File: src/rtl/regfile_write_arbiter_if.sv
// Purpose : bundles the requester handshake and register-file write-port signals
//           so that the arbiter and its environment share a single port.
// Ports   : ReqValid/ReqReady/ReqData/ReqAddr (requester side),
//           WriteData/WriteRegister/RegWrite/GrantId/StallCount (regfile side).
//           slave = arbiter view, master = requester/regfile environment view.
interface regfile_write_arbiter_if #(
    parameter int NUM_REQ    = 4,
    parameter int DATA_WIDTH = 32,
    parameter int ADDR_WIDTH = 5,
    parameter int STALL_W    = 16
) ();
    localparam int GID_W = (NUM_REQ > 1) ? $clog2(NUM_REQ) : 1;

    logic [NUM_REQ-1:0]            ReqValid;
    logic [NUM_REQ-1:0]            ReqReady;
    logic [NUM_REQ*DATA_WIDTH-1:0] ReqData;
    logic [NUM_REQ*ADDR_WIDTH-1:0] ReqAddr;
    logic [DATA_WIDTH-1:0]         WriteData;
    logic [ADDR_WIDTH-1:0]         WriteRegister;
    logic                          RegWrite;
    logic [GID_W-1:0]              GrantId;
    logic [STALL_W-1:0]            StallCount;

    modport slave (
        input  ReqValid, ReqData, ReqAddr,
        output ReqReady, WriteData, WriteRegister, RegWrite, GrantId, StallCount
    );

    modport master (
        output ReqValid, ReqData, ReqAddr,
        input  ReqReady, WriteData, WriteRegister, RegWrite, GrantId, StallCount
    );
endinterface

File: src/rtl/regfile_write_arbiter.sv
// Purpose : round-robin arbiter sharing one register-file write port among NUM_REQ writeback requesters.
// Latency : granted write appears on WriteData/WriteRegister/RegWrite one Clk edge after transfer.
// Backpr. : ReqReady is one-hot on the round-robin winner; losers hold ReqValid and retry; all-zero in Reset.
// Ports   : Clk, Reset (sync, active-high); bus (slave modport) carries the requester
//           handshake (ReqValid/ReqReady/ReqData/ReqAddr) and the regfile write port
//           (WriteData/WriteRegister/RegWrite) plus GrantId and the saturating StallCount.
module regfile_write_arbiter #(
    parameter int NUM_REQ    = 4,
    parameter int DATA_WIDTH = 32,
    parameter int ADDR_WIDTH = 5,
    parameter int STALL_W    = 16
) (
    input logic                     Clk,
    input logic                     Reset,
    regfile_write_arbiter_if.slave  bus
);
    localparam int GID_W = (NUM_REQ > 1) ? $clog2(NUM_REQ) : 1;
    localparam logic [GID_W-1:0] LAST_IDX = GID_W'(NUM_REQ - 1);

    logic [GID_W-1:0]      ptr_q, ptr_d;
    logic [GID_W-1:0]      grant_id_q, grant_id_d;
    logic [DATA_WIDTH-1:0] write_data_q, write_data_d;
    logic [ADDR_WIDTH-1:0] write_reg_q, write_reg_d;
    logic                  reg_write_q, reg_write_d;
    logic [STALL_W-1:0]    stall_q, stall_d;

    logic                  win_found;
    logic [GID_W-1:0]      win_idx;
    logic [GID_W-1:0]      scan_idx;
    logic [NUM_REQ-1:0]    ready;
    logic [DATA_WIDTH-1:0] sel_data;
    logic [ADDR_WIDTH-1:0] sel_addr;
    logic                  xfer;
    logic                  stall_now;

    // Round-robin scan starting at the priority pointer; the index wraps
    // explicitly so non-power-of-two requester counts work.
    always_comb begin
        win_found = 1'b0;
        win_idx   = '0;
        scan_idx  = ptr_q;
        for (int k = 0; k < NUM_REQ; k++) begin
            if (!win_found && bus.ReqValid[scan_idx]) begin
                win_found = 1'b1;
                win_idx   = scan_idx;
            end
            scan_idx = (scan_idx == LAST_IDX) ? '0 : scan_idx + 1'b1;
        end
    end

    // Reset masks the grant so a write offered during reset is never taken.
    always_comb begin
        ready = '0;
        if (win_found && !Reset) begin
            ready[win_idx] = 1'b1;
        end
    end

    always_comb begin
        sel_data = '0;
        sel_addr = '0;
        for (int i = 0; i < NUM_REQ; i++) begin
            if (win_idx == GID_W'(i)) begin
                sel_data = bus.ReqData[i*DATA_WIDTH +: DATA_WIDTH];
                sel_addr = bus.ReqAddr[i*ADDR_WIDTH +: ADDR_WIDTH];
            end
        end
    end

    assign xfer      = |ready;
    assign stall_now = |(bus.ReqValid & ~ready);

    always_comb begin
        ptr_d        = ptr_q;
        grant_id_d   = grant_id_q;
        write_data_d = write_data_q;
        write_reg_d  = write_reg_q;
        reg_write_d  = 1'b0;
        stall_d      = stall_q;
        if (xfer) begin
            write_data_d = sel_data;
            write_reg_d  = sel_addr;
            grant_id_d   = win_idx;
            // Writes to the zero register are consumed but never reach the regfile.
            reg_write_d  = (sel_addr != '0);
            ptr_d        = (win_idx == LAST_IDX) ? '0 : win_idx + 1'b1;
        end
        if (stall_now && (stall_q != '1)) begin
            stall_d = stall_q + 1'b1;
        end
    end

    always_ff @(posedge Clk) begin
        if (Reset) begin
            ptr_q        <= '0;
            grant_id_q   <= '0;
            write_data_q <= '0;
            write_reg_q  <= '0;
            reg_write_q  <= 1'b0;
            stall_q      <= '0;
        end else begin
            ptr_q        <= ptr_d;
            grant_id_q   <= grant_id_d;
            write_data_q <= write_data_d;
            write_reg_q  <= write_reg_d;
            reg_write_q  <= reg_write_d;
            stall_q      <= stall_d;
        end
    end

    assign bus.ReqReady      = ready;
    assign bus.WriteData     = write_data_q;
    assign bus.WriteRegister = write_reg_q;
    assign bus.RegWrite      = reg_write_q;
    assign bus.GrantId       = grant_id_q;
    assign bus.StallCount    = stall_q;
endmodule
File: src/flat_wrapper.sv
// flat-port wrapper written by rule: the top's interface ports become plain ports
module regfile_write_arbiter_flat 
#(
    parameter int NUM_REQ    = 4,
    parameter int DATA_WIDTH = 32,
    parameter int ADDR_WIDTH = 5,
    parameter int STALL_W    = 16
)
  (Clk, Reset, bus_ReqValid, bus_ReqData, bus_ReqAddr, bus_ReqReady, bus_WriteData, bus_WriteRegister, bus_RegWrite, bus_GrantId, bus_StallCount);
  regfile_write_arbiter_if #(.NUM_REQ(NUM_REQ), .DATA_WIDTH(DATA_WIDTH), .ADDR_WIDTH(ADDR_WIDTH), .STALL_W(STALL_W)) bus_i ();
  input logic Clk;
  input logic Reset;
  input wire logic [$bits(bus_i.ReqValid)-1:0] bus_ReqValid;
  input wire logic [$bits(bus_i.ReqData)-1:0] bus_ReqData;
  input wire logic [$bits(bus_i.ReqAddr)-1:0] bus_ReqAddr;
  output wire logic [$bits(bus_i.ReqReady)-1:0] bus_ReqReady;
  output wire logic [$bits(bus_i.WriteData)-1:0] bus_WriteData;
  output wire logic [$bits(bus_i.WriteRegister)-1:0] bus_WriteRegister;
  output wire logic [$bits(bus_i.RegWrite)-1:0] bus_RegWrite;
  output wire logic [$bits(bus_i.GrantId)-1:0] bus_GrantId;
  output wire logic [$bits(bus_i.StallCount)-1:0] bus_StallCount;
  assign bus_i.ReqValid = bus_ReqValid;
  assign bus_i.ReqData = bus_ReqData;
  assign bus_i.ReqAddr = bus_ReqAddr;
  assign bus_ReqReady = bus_i.ReqReady;
  assign bus_WriteData = bus_i.WriteData;
  assign bus_WriteRegister = bus_i.WriteRegister;
  assign bus_RegWrite = bus_i.RegWrite;
  assign bus_GrantId = bus_i.GrantId;
  assign bus_StallCount = bus_i.StallCount;
  regfile_write_arbiter #(.NUM_REQ(NUM_REQ), .DATA_WIDTH(DATA_WIDTH), .ADDR_WIDTH(ADDR_WIDTH), .STALL_W(STALL_W)) u_core (.Clk(Clk), .Reset(Reset), .bus(bus_i));
endmodule
File: config.mk
export PLATFORM = sky130hd
export DESIGN_NAME = regfile_write_arbiter_flat
export DESIGN_NICKNAME = d
export VERILOG_FILES = /design/src/rtl/regfile_write_arbiter_if.sv /design/src/rtl/regfile_write_arbiter.sv /design/src/flat_wrapper.sv
export SDC_FILE = /design/constraint.sdc
export NUM_CORES = 1
export LEC_CHECK = 0
export CAP_MARGIN = 20
export CORE_MARGIN = 2
export CORE_UTILIZATION = 42
export CTS_CLUSTER_SIZE = 25
export DETAILED_ROUTE_END_ITERATION = 10
export GPL_TIMING_DRIVEN = 0
export PLACE_DENSITY_LB_ADDON = 0.08
export SETUP_SLACK_MARGIN = 0.15
export SLEW_MARGIN = 25
export SYNTH_ARGS = -nofsm -noshare
export SYNTH_HDL_FRONTEND = slang
export SYNTH_SLANG_ARGS = --single-unit
export TNS_END_PERCENT = 10
File: constraint.sdc
create_clock -name Clk -period 9 [get_ports Clk]
set_clock_uncertainty 0.05 [all_clocks]
set_input_delay 2.25 -clock Clk [delete_from_list [all_inputs] [get_ports Clk]]
set_output_delay 2.25 -clock Clk [all_outputs]
set_load 0.03 [all_outputs]
==> results of run 1 <==
-- layer usage --
layer | vias up | routed length [µm] | global-route usage [%]
met4 | 0 | 342 | 9.51
li1 | 2335 | - | -
met5 | - | 0 | 0
met1 | 2217 | 5430 | 32.6
met2 | 196 | 7280 | 51.4
met3 | 29 | 942 | 7.44
-- cell type report --
cell class | count | area, µm² | area share, %
multi-input cells | 403 | 2290 | 37.2
plain buffers | 46 | 205 | 3.32
inverters | 8 | 30.0 | 0.487
repair buffers | 212 | 2120 | 34.4
clock inverters | 7 | 101 | 1.64
well taps | 108 | 135 | 2.19
flip-flops and latches | 58 | 1160 | 18.8
clock buffers | 9 | 124 | 2.01
-- final timing paths --
check                                startpoint                                    end  slack (ps)  cells after the start
min          u_core.bus.GrantId[1]$_SDFFE_PP0P_     u_core.bus.GrantId[1]$_SDFFE_PP0P_         410                      2
max reg2reg        u_core.ptr_q[0]$_SDFFE_PP0P_  u_core.bus.WriteData[16]$_SDFFE_PP0P_        4810                     19
max                             bus_ReqValid[3]                        bus_ReqReady[2]        1410                     12
min reg2reg  u_core.bus.GrantId[1]$_SDFFE_PP0P_     u_core.bus.GrantId[1]$_SDFFE_PP0P_         410                      2
-- worst reg2reg max path, stage by stage, from the launching register on --
cell and delay [ps]:
dfxtp_1 320, ha_1 300, buf_6 150, xor2_1 170, nand2_1 100, a31oi_2 170
o211a_1 270, a21o_1 150, o31a_1 290, inv_1 120, ha_1 210, nor2b_1 170
clkbuf_1 540, buf_1 440, a22oi_1 170, nor2_1 140, a21oi_1 50, nor2_1 120
a211oi_1 50, nor3_1 150
-- logic make-up after synthesis --
kind of cell | after synthesis | synth area share (%)
adder cells (fa/ha/maj) | 6 | 2.03
buffers and inverters | 54 | 6.37
multiplexers | 5 | 2.03
XOR/XNOR | 2 | 0.475
AND/OR/NAND/NOR | 216 | 26.2
AO/OA/AOI/OAI | 174 | 31.4
flip-flops | 58 | 31.5
-- cell usage in the layout, fill, tap and decap left out, drive strengths merged, types with 3 or more instances in the layout --
cell	n
a211oi	40
a21oi	58
a221oi	4
a22oi	35
and3	4
buf	15
clkbuf	40
clkdlybuf4s50	212
dfxtp	58
ha	6
inv	10
mux2i	3
nand2	16
nand2b	4
nand3	9
nor2	119
nor2b	4
nor3	37
o21ai	15
o21bai	4
o311ai	4
or3	15
-- state kept, by name (all words and copies together), names as in the netlist --
name and cells:
u_core.bus.WriteData 32, u_core.bus.RegWrite 1, u_core.bus.StallCount 16, u_core.bus.WriteRegister 5
u_core.bus.GrantId 2, u_core.ptr_q 2
-- power breakdown --
group / switching (mW) / internal (mW) / total (mW)
Combinational: 1.48 / 0.888 / 2.37
Clock: 0.118 / 0.158 / 0.276
Sequential: 0.0587 / 0.365 / 0.424
Total: 1.66 / 1.41 / 3.07
-- metrics by stage --
| stage | std cells | utilization [%] | setup slack, ps |
|---|---|---|---|
| after floorplan | 515 | - | 2570 |
| after global placement | 835 | 68.9 | 1520 |
| after detailed placement | 835 | 68.9 | 1460 |
| after CTS | 851 | 71.5 | 1450 |
| after global routing | 851 | 71.5 | 1200 |
| final | 851 | 71.5 | 1410 |
==> flow_summary.toml, run 1 <==
[synth]
seq_area_frac_synth_pct = 31.5
synth_top_area_share_pct = 31.5
async_reset_ff_share_pct = 0
synth_area_mm2 = 0.00369
synth_edf_count = 0
netlist_instances = 515
ys_warn_count = 0
avgSynthCellArea_um2 = 7.16
yosys-top-cells-area = "dfxtp_1 31%, nor2_1 12%, a211oi_1 8.1%, a21oi_1 7.9%, a22oi_1 7.1%"
synth_seq_cells = 58
synth_common_cells = "119 x nor2_1, 58 x a21oi_1, 58 x dfxtp_1, 40 x a211oi_1, 37 x nor3_1"
synthDominantAreaCellType = "dfxtp_1"
post-synth-top-count-cell = "nor2_1"
yosys_most_used_dff = "dfxtp_1"
syn-num-nets = 675
synth.distinct_cells = 46

[drt]
routed_wl_um = 14000
drt_iter0_drc = 239
first_pass_iters = 5
routed_via_density = 5.61
post_drt_wl_per_cell_um = 16.4
drtAntennaViolNets = 0
drcViolationCount = 0
vias = 4777

[setup_path]
end_kind = "output port"
cp_data_required_time_ps = 6700
cp_max_fo = 8
cp_common_cell = "clkdlybuf4s50_1"
cp_num_buf_inv = 3
cp.arrival_ps = 5290
critPathSlowestCell = "clkdlybuf4s50_1"
critPathLaunchType = "input pin"
critPathMaxStageDelay_ps = 690
path_cells = "clkdlybuf4s50_1 > o21ai_0 > a31oi_1 > a31oi_2 > o211a_1 > a21o_1 > o31a_1 > inv_1 > ha_1 > nand2b_1 > nor2_1 > clkdlybuf4s50_1"
crit_type = "in -> out"
cpLargestDelayFamily = "buffers and inverters"

[placement]
gp_congestion = 0.894
portBuffers = 212
placed_cell_area_mm2 = 0.00595
dpl.hpwl_um = 11100

[grt]
grt_pass1_wl_um = 22100
grt_max_degree = 13
antenna_found_initial = 0
grt.overflow.total = 0
grt_usage_pct = 28.5
grt_pass1_vias = 4681

[clocking]
cts_tree = "built"
numCtsBuffers = 9
root_buffer = "clkbuf_8"
clkTransAtPathRegs_ps = 70
htreeDepth = 3
cts_setup_buffers = 0
ctsResizeCount = 0
clk_latency_ps = 340
clk_path_buf_depth = 2
cts.sinks = 58
cts_hold_buf = 0

[power]
ir_worst_vdd_mv = 0.309
power.density_mw_per_mm2 = 497
power_mw = 3.07
p_leak_nw = 2.27

[finish]
design_area_mm2 = 0.00617
synthToLayoutAreaGrowth_pct = 67.3
diodes = 0
fin_nets = 898
drive_above_1_share_pct = 4.04
nFillCells = 750

[job]
max_cap_viol_count = 0

[floorplanning]
rows = 34
initial_core_util_pct = 42.7
dieArea_mm2 = 0.00955
die_w_um = 97.7
ios = 214
die_h_um = 97.7
fp.coreArea_mm2 = 0.00864

[timing]
relSlewSlack_pct = 53.7
timing.final.crit_period_ps = 7590
fin_crit_sh_pct = 84.4
finalHoldViolCount = 0
rsz0062_at_grt = "false"
setup_tns_ps = 0
setup_violations = 0
slew_viol_final = 0
worst_slew_pin_slew_ps = 695
fmax_mhz = 132
hold_ws_ps = 410

[outcome]
outcome = "complete, no violations"

[hold_path]
hp-class = "reg -> reg"
(Power assumes the default switching activity.)
==> run 2: changes to the inputs <==
CORE_UTILIZATION = 35   (was 42)
clock period = 6.3 ns   (was 9 ns; I/O delays follow)
==> flow_summary.toml, run 2 (synthesized netlist as in run 1, its figures left out) <==
[finish]
multi_input_area_mm2 = 0.00229
seqCellArea_mm2 = 0.00116
diodes = 0
final_common_cell = "clkdlybuf4s50_1"
fin_nets = 898
synthToLayoutAreaGrowth_pct = 67.0
drive_above_1_share_pct = 4.04
nFillCells = 966
largest_reg_flops = 32
layout_common_cells = "210 x clkdlybuf4s50_1, 119 x nor2_1, 58 x a21oi_1, 58 x dfxtp_1, 40 x a211oi_1"

[clocking]
root_buffer = "clkbuf_8"
clkTransAtPathRegs_ps = 70
cts_tree = "built"
numCtsBuffers = 9
cts_setup_buffers = 0
htreeDepth = 3
clk_path_buf_depth = 2
clk_latency_ps = 340
cts.sinks = 58

[setup_path]
cp_max_fo = 8
path_cells = "clkdlybuf4s50_1 > mux4_2 > inv_1 > o211a_1 > a21o_1 > o31a_1 > ha_1 > nand2b_1 > nor2_1 > clkdlybuf4s50_1"
critPathLaunch = "bus_ReqValid[2]"
critPathLaunchType = "input pin"
cp_common_cell = "clkdlybuf4s50_1"
critPathSlowestCell = "clkdlybuf4s50_1"
cp.arrival_ps = 4480
end_kind = "output port"
r2r-start = "u_core.ptr_q[0]$_SDFFE_PP0P_"
cp_data_required_time_ps = 4680
crit_type = "in -> out"
critPathMaxStageDelay_ps = 670

[grt]
grt.busiest_layer = "met2"
antenna_found_initial = 0
grt_util_met2_pct = 44.3
grt_pass1_vias = 4445
grt_pass1_wl_um = 21800
use_met1_pct = 27.0
grt.overflow.total = 0
use_met3_pct = 7.60
grt_max_degree = 12
grt_usage_pct = 24.2

[timing]
timing.final.crit_period_ps = 6100
fin_crit_sh_pct = 96.9
worst_slew_pin_slew_ps = 669
rsz0062_at_grt = "true"
layout_setup_ws_ps = 198
finalHoldViolCount = 0
setup_tns_ps = 0
setup_violations = 0
fmax_mhz = 164
relSlewSlack_pct = 55.4
slew_viol_final = 0

[drt]
drt_iter0_drc = 187
post_drt_wl_per_cell_um = 16.0
routed_via_density = 5.25
drcViolationCount = 0
vias = 4613
routed_wl_um = 14100
drtAntennaViolNets = 0
first_pass_iters = 5

[hold_path]
worstHoldStart = "u_core.bus.GrantId[1]$_SDFFE_PP0P_"
hp-class = "reg -> reg"

[floorplanning]
rows = 37
die_w_um = 107
fp.coreArea_mm2 = 0.0103
die_h_um = 107
initial_core_util_pct = 35.9
ios = 214
dieArea_mm2 = 0.0114

[placement]
place_ws_ps = 90.2
gp_congestion = 0.882
dpl.hpwl_um = 11200
portBuffers = 212

[power]
p_leak_nw = 2.27
power.density_mw_per_mm2 = 695
ir_worst_vdd_mv = 0.346

[job]
max_cap_viol_count = 0

[outcome]
outcome = "complete, no violations"
run 2: worst paths after layout:
check	endpoint	slack (ps)	cells after the start
max	bus_ReqReady[1]	200	10
max reg2reg	u_core.bus.WriteData[15]$_SDFFE_PP0P_	2190	19
min	u_core.bus.GrantId[1]$_SDFFE_PP0P_	420	2
min reg2reg	u_core.bus.GrantId[1]$_SDFFE_PP0P_	420	2
run 2: routing by layer:
metal	share of wire, %	routed length (µm)
met2	51	7160
met4	1.8	251
met5	0	0
met1	39	5530
met3	8.1	1140
run 2: cell type report:
class	count	share of cell area, %
Multi-Input combinational cell	403	37.2
Timing Repair Buffer	212	34.5
Sequential cell	58	18.8
Buffer	46	3.33
Tap cell	136	2.76
Clock buffer	10	2.23
Clock inverter	6	0.670
Inverter	8	0.487
run 2: per-stage QoR:
step | area [µm²] | cells | util (%) | power, mW | hold slack [ps]
after floorplan | 3690 | 515 | - | 2.96 | 531
after global placement | 5980 | 863 | 58.2 | 3.92 | 414
after detailed placement | 5980 | 863 | 58.2 | 3.97 | 417
after CTS | 6160 | 879 | 59.9 | 4.28 | 422
after global routing | 6160 | 879 | 60.0 | 4.70 | 451
final | 6160 | 879 | 60.0 | 4.29 | 425
run 2: what timing repair did:
action | 4_1_cts | 5_1_grt
endpoints found under the setup margin | 2 | 4
gates cloned | 0 | 0
hold buffers | 0 | 0
gates resized for setup | 1 | 1
run 2: where the power goes:
part           switching, mW  internal (mW)
Clock                  0.160          0.153
Combinational           2.10           1.26
Sequential            0.0811          0.522
Total                   2.35           1.94
run 2: critical path: cells and delay by family:
family / cells / cell delay, ps
AOI/OAI and AO/OA: 3 / 450
adders and majority gates: 1 / 230
buffers and inverters: 3 / 1370
muxes: 1 / 630
and+or+nand+nor: 2 / 210
==> run 3: changes to the inputs <==
GPL_TIMING_DRIVEN = default   (was 0)
==> flow_summary.toml, run 3 (synthesized netlist as in run 1, its figures left out) <==
[floorplanning]
die_w_um = 107
ios = 214
dieArea_mm2 = 0.0114
initial_core_util_pct = 35.9
die_h_um = 107
rows = 37
fp.coreArea_mm2 = 0.0103

[setup_path]
cp_data_required_time_ps = 4680
end_kind = "output port"
cp.arrival_ps = 4240
critPathMaxStageDelay_ps = 600
cp_max_fo = 8
critPathLaunchType = "input pin"
critPathSlowestCell = "clkdlybuf4s50_1"
crit_type = "in -> out"
path_cells = "clkdlybuf4s50_1 > o21ai_0 > a31oi_1 > a31oi_2 > o211a_1 > a21o_1 > o31a_1 > inv_1 > ha_1 > nand2b_1 > nor2_1 > dlygate4sd2_1"

[power]
p_leak_nw = 2.23
ir_worst_vdd_mv = 0.566
power.density_mw_per_mm2 = 690
power_mw = 4.19

[clocking]
clkTransAtPathRegs_ps = 70
numCtsBuffers = 9
cts.sinks = 58
root_buffer = "clkbuf_8"
cts_setup_buffers = 0
clk_path_buf_depth = 2
ctsResizeCount = 1
clk_latency_ps = 340
cts_hold_buf = 0
htreeDepth = 3
cts_tree = "built"

[timing]
fmax_mhz = 170
timing.final.crit_period_ps = 5870
finalHoldViolCount = 0
setup_tns_ps = 0
worst_slew_pin_slew_ps = 726
slew_viol_final = 0
setup_violations = 0
rsz0062_at_grt = "false"
relSlewSlack_pct = 51.6
fin_crit_sh_pct = 93.2

[finish]
diodes = 0
fin_nets = 860
drive_above_1_share_pct = 5.11
design_area_mm2 = 0.00606
layout_common_cells = "208 x clkdlybuf4s50_1, 119 x nor2_1, 58 x a21oi_1, 58 x dfxtp_1, 40 x a211oi_1"
final_common_cell = "clkdlybuf4s50_1"
largest_reg_flops = 32
synthToLayoutAreaGrowth_pct = 64.3

[placement]
gp_congestion = 0.895
placed_cell_area_mm2 = 0.00584
dpl.hpwl_um = 9670
portBuffers = 213

[drt]
drcViolationCount = 0
drt_iter0_drc = 219
routed_wl_um = 13100
post_drt_wl_per_cell_um = 15.6
drtAntennaViolNets = 0
vias = 4455
routed_via_density = 5.30
first_pass_iters = 4

[grt]
grt_usage_pct = 23.1
grt.overflow.total = 0
grt_pass1_wl_um = 21000
antenna_found_initial = 0
grt_pass1_vias = 4196
grt_max_degree = 76

[outcome]
outcome = "complete, no violations"

[job]
max_cap_viol_count = 0

[hold_path]
hp-class = "reg -> reg"
[run 3: cell types whose count changed in the layout (fill, tap and decap cells not counted), moves of 2 or more]
cell | previous run | this run
clkinv_2 | 2 | 0
clkbuf_1 | 31 | 0
ha_1 | 6 | 4
buf_2 | 5 | 1
buf_4 | 1 | 10
clkdlybuf4s50_1 | 210 | 208
bufinv_16 | 0 | 2
buf_1 | 6 | 0
buf_6 | 3 | 0
ha_2 | 0 | 2
[run 3: per-layer routing]
layer  part of all wire [%]  GRT usage [%]  wire length [µm]  vias to the layer above
li1                       -              -                 -                     2265
met1                     40           26.0              5230                     2013
met2                     50           40.8              6530                      152
met3                    7.4           6.26               968                       25
met4                    2.9           10.1               380                        0
met5                      0              0                 0                        -
[run 3: metrics by stage]
step | hold slack [ps] | setup slack (ps) | util, % | instances
6_report | 423 | 431 | 59.0 | 841
5_1_grt | 453 | 219 | 59.0 | 841
4_1_cts | 423 | 428 | 59.0 | 841
3_5_place_dp | 410 | 161 | 56.8 | 825
3_3_place_gp | 404 | 242 | 56.8 | 825
2_1_floorplan | 531 | 1220 | - | 515
[run 3: worst max-delay path, delay by kind of cell]
kind | cells | cell delay (ps)
and+or+nand+nor | 2 | 190
buffers and inverters | 3 | 1130
adders and majority gates | 1 | 210
AOI/OAI and AO/OA | 6 | 1140
[run 3: report_power, final]
part	switching [mW]	leakage, nW	internal [mW]	total [mW]
sequential	0.0995	0.476	0.522	0.621
clock	0.163	0.106	0.226	0.389
combinational	1.98	1.65	1.19	3.18
total	2.24	2.23	1.94	4.19
[run 3: final timing paths]
check             cells after the start                          startpoint                                     to  slack, ps
hold reg to reg                       2  u_core.bus.GrantId[1]$_SDFFE_PP0P_     u_core.bus.GrantId[1]$_SDFFE_PP0P_        420
hold / removal                        2  u_core.bus.GrantId[1]$_SDFFE_PP0P_     u_core.bus.GrantId[1]$_SDFFE_PP0P_        420
setup reg to reg                     15        u_core.ptr_q[0]$_SDFFE_PP0P_  u_core.bus.WriteData[14]$_SDFFE_PP0P_       1600
setup / recovery                     12                     bus_ReqValid[3]                        bus_ReqReady[0]        430
[run 3: area by class of cell]
type,instances,area (µm²)
repair buffers,220,2170
well taps,136,170
inverters,8,30.0
fillers,991,4210
clock inverters,7,101
multi-input cells,403,2310
flip-flops and latches,58,1160
clock buffers,9,124
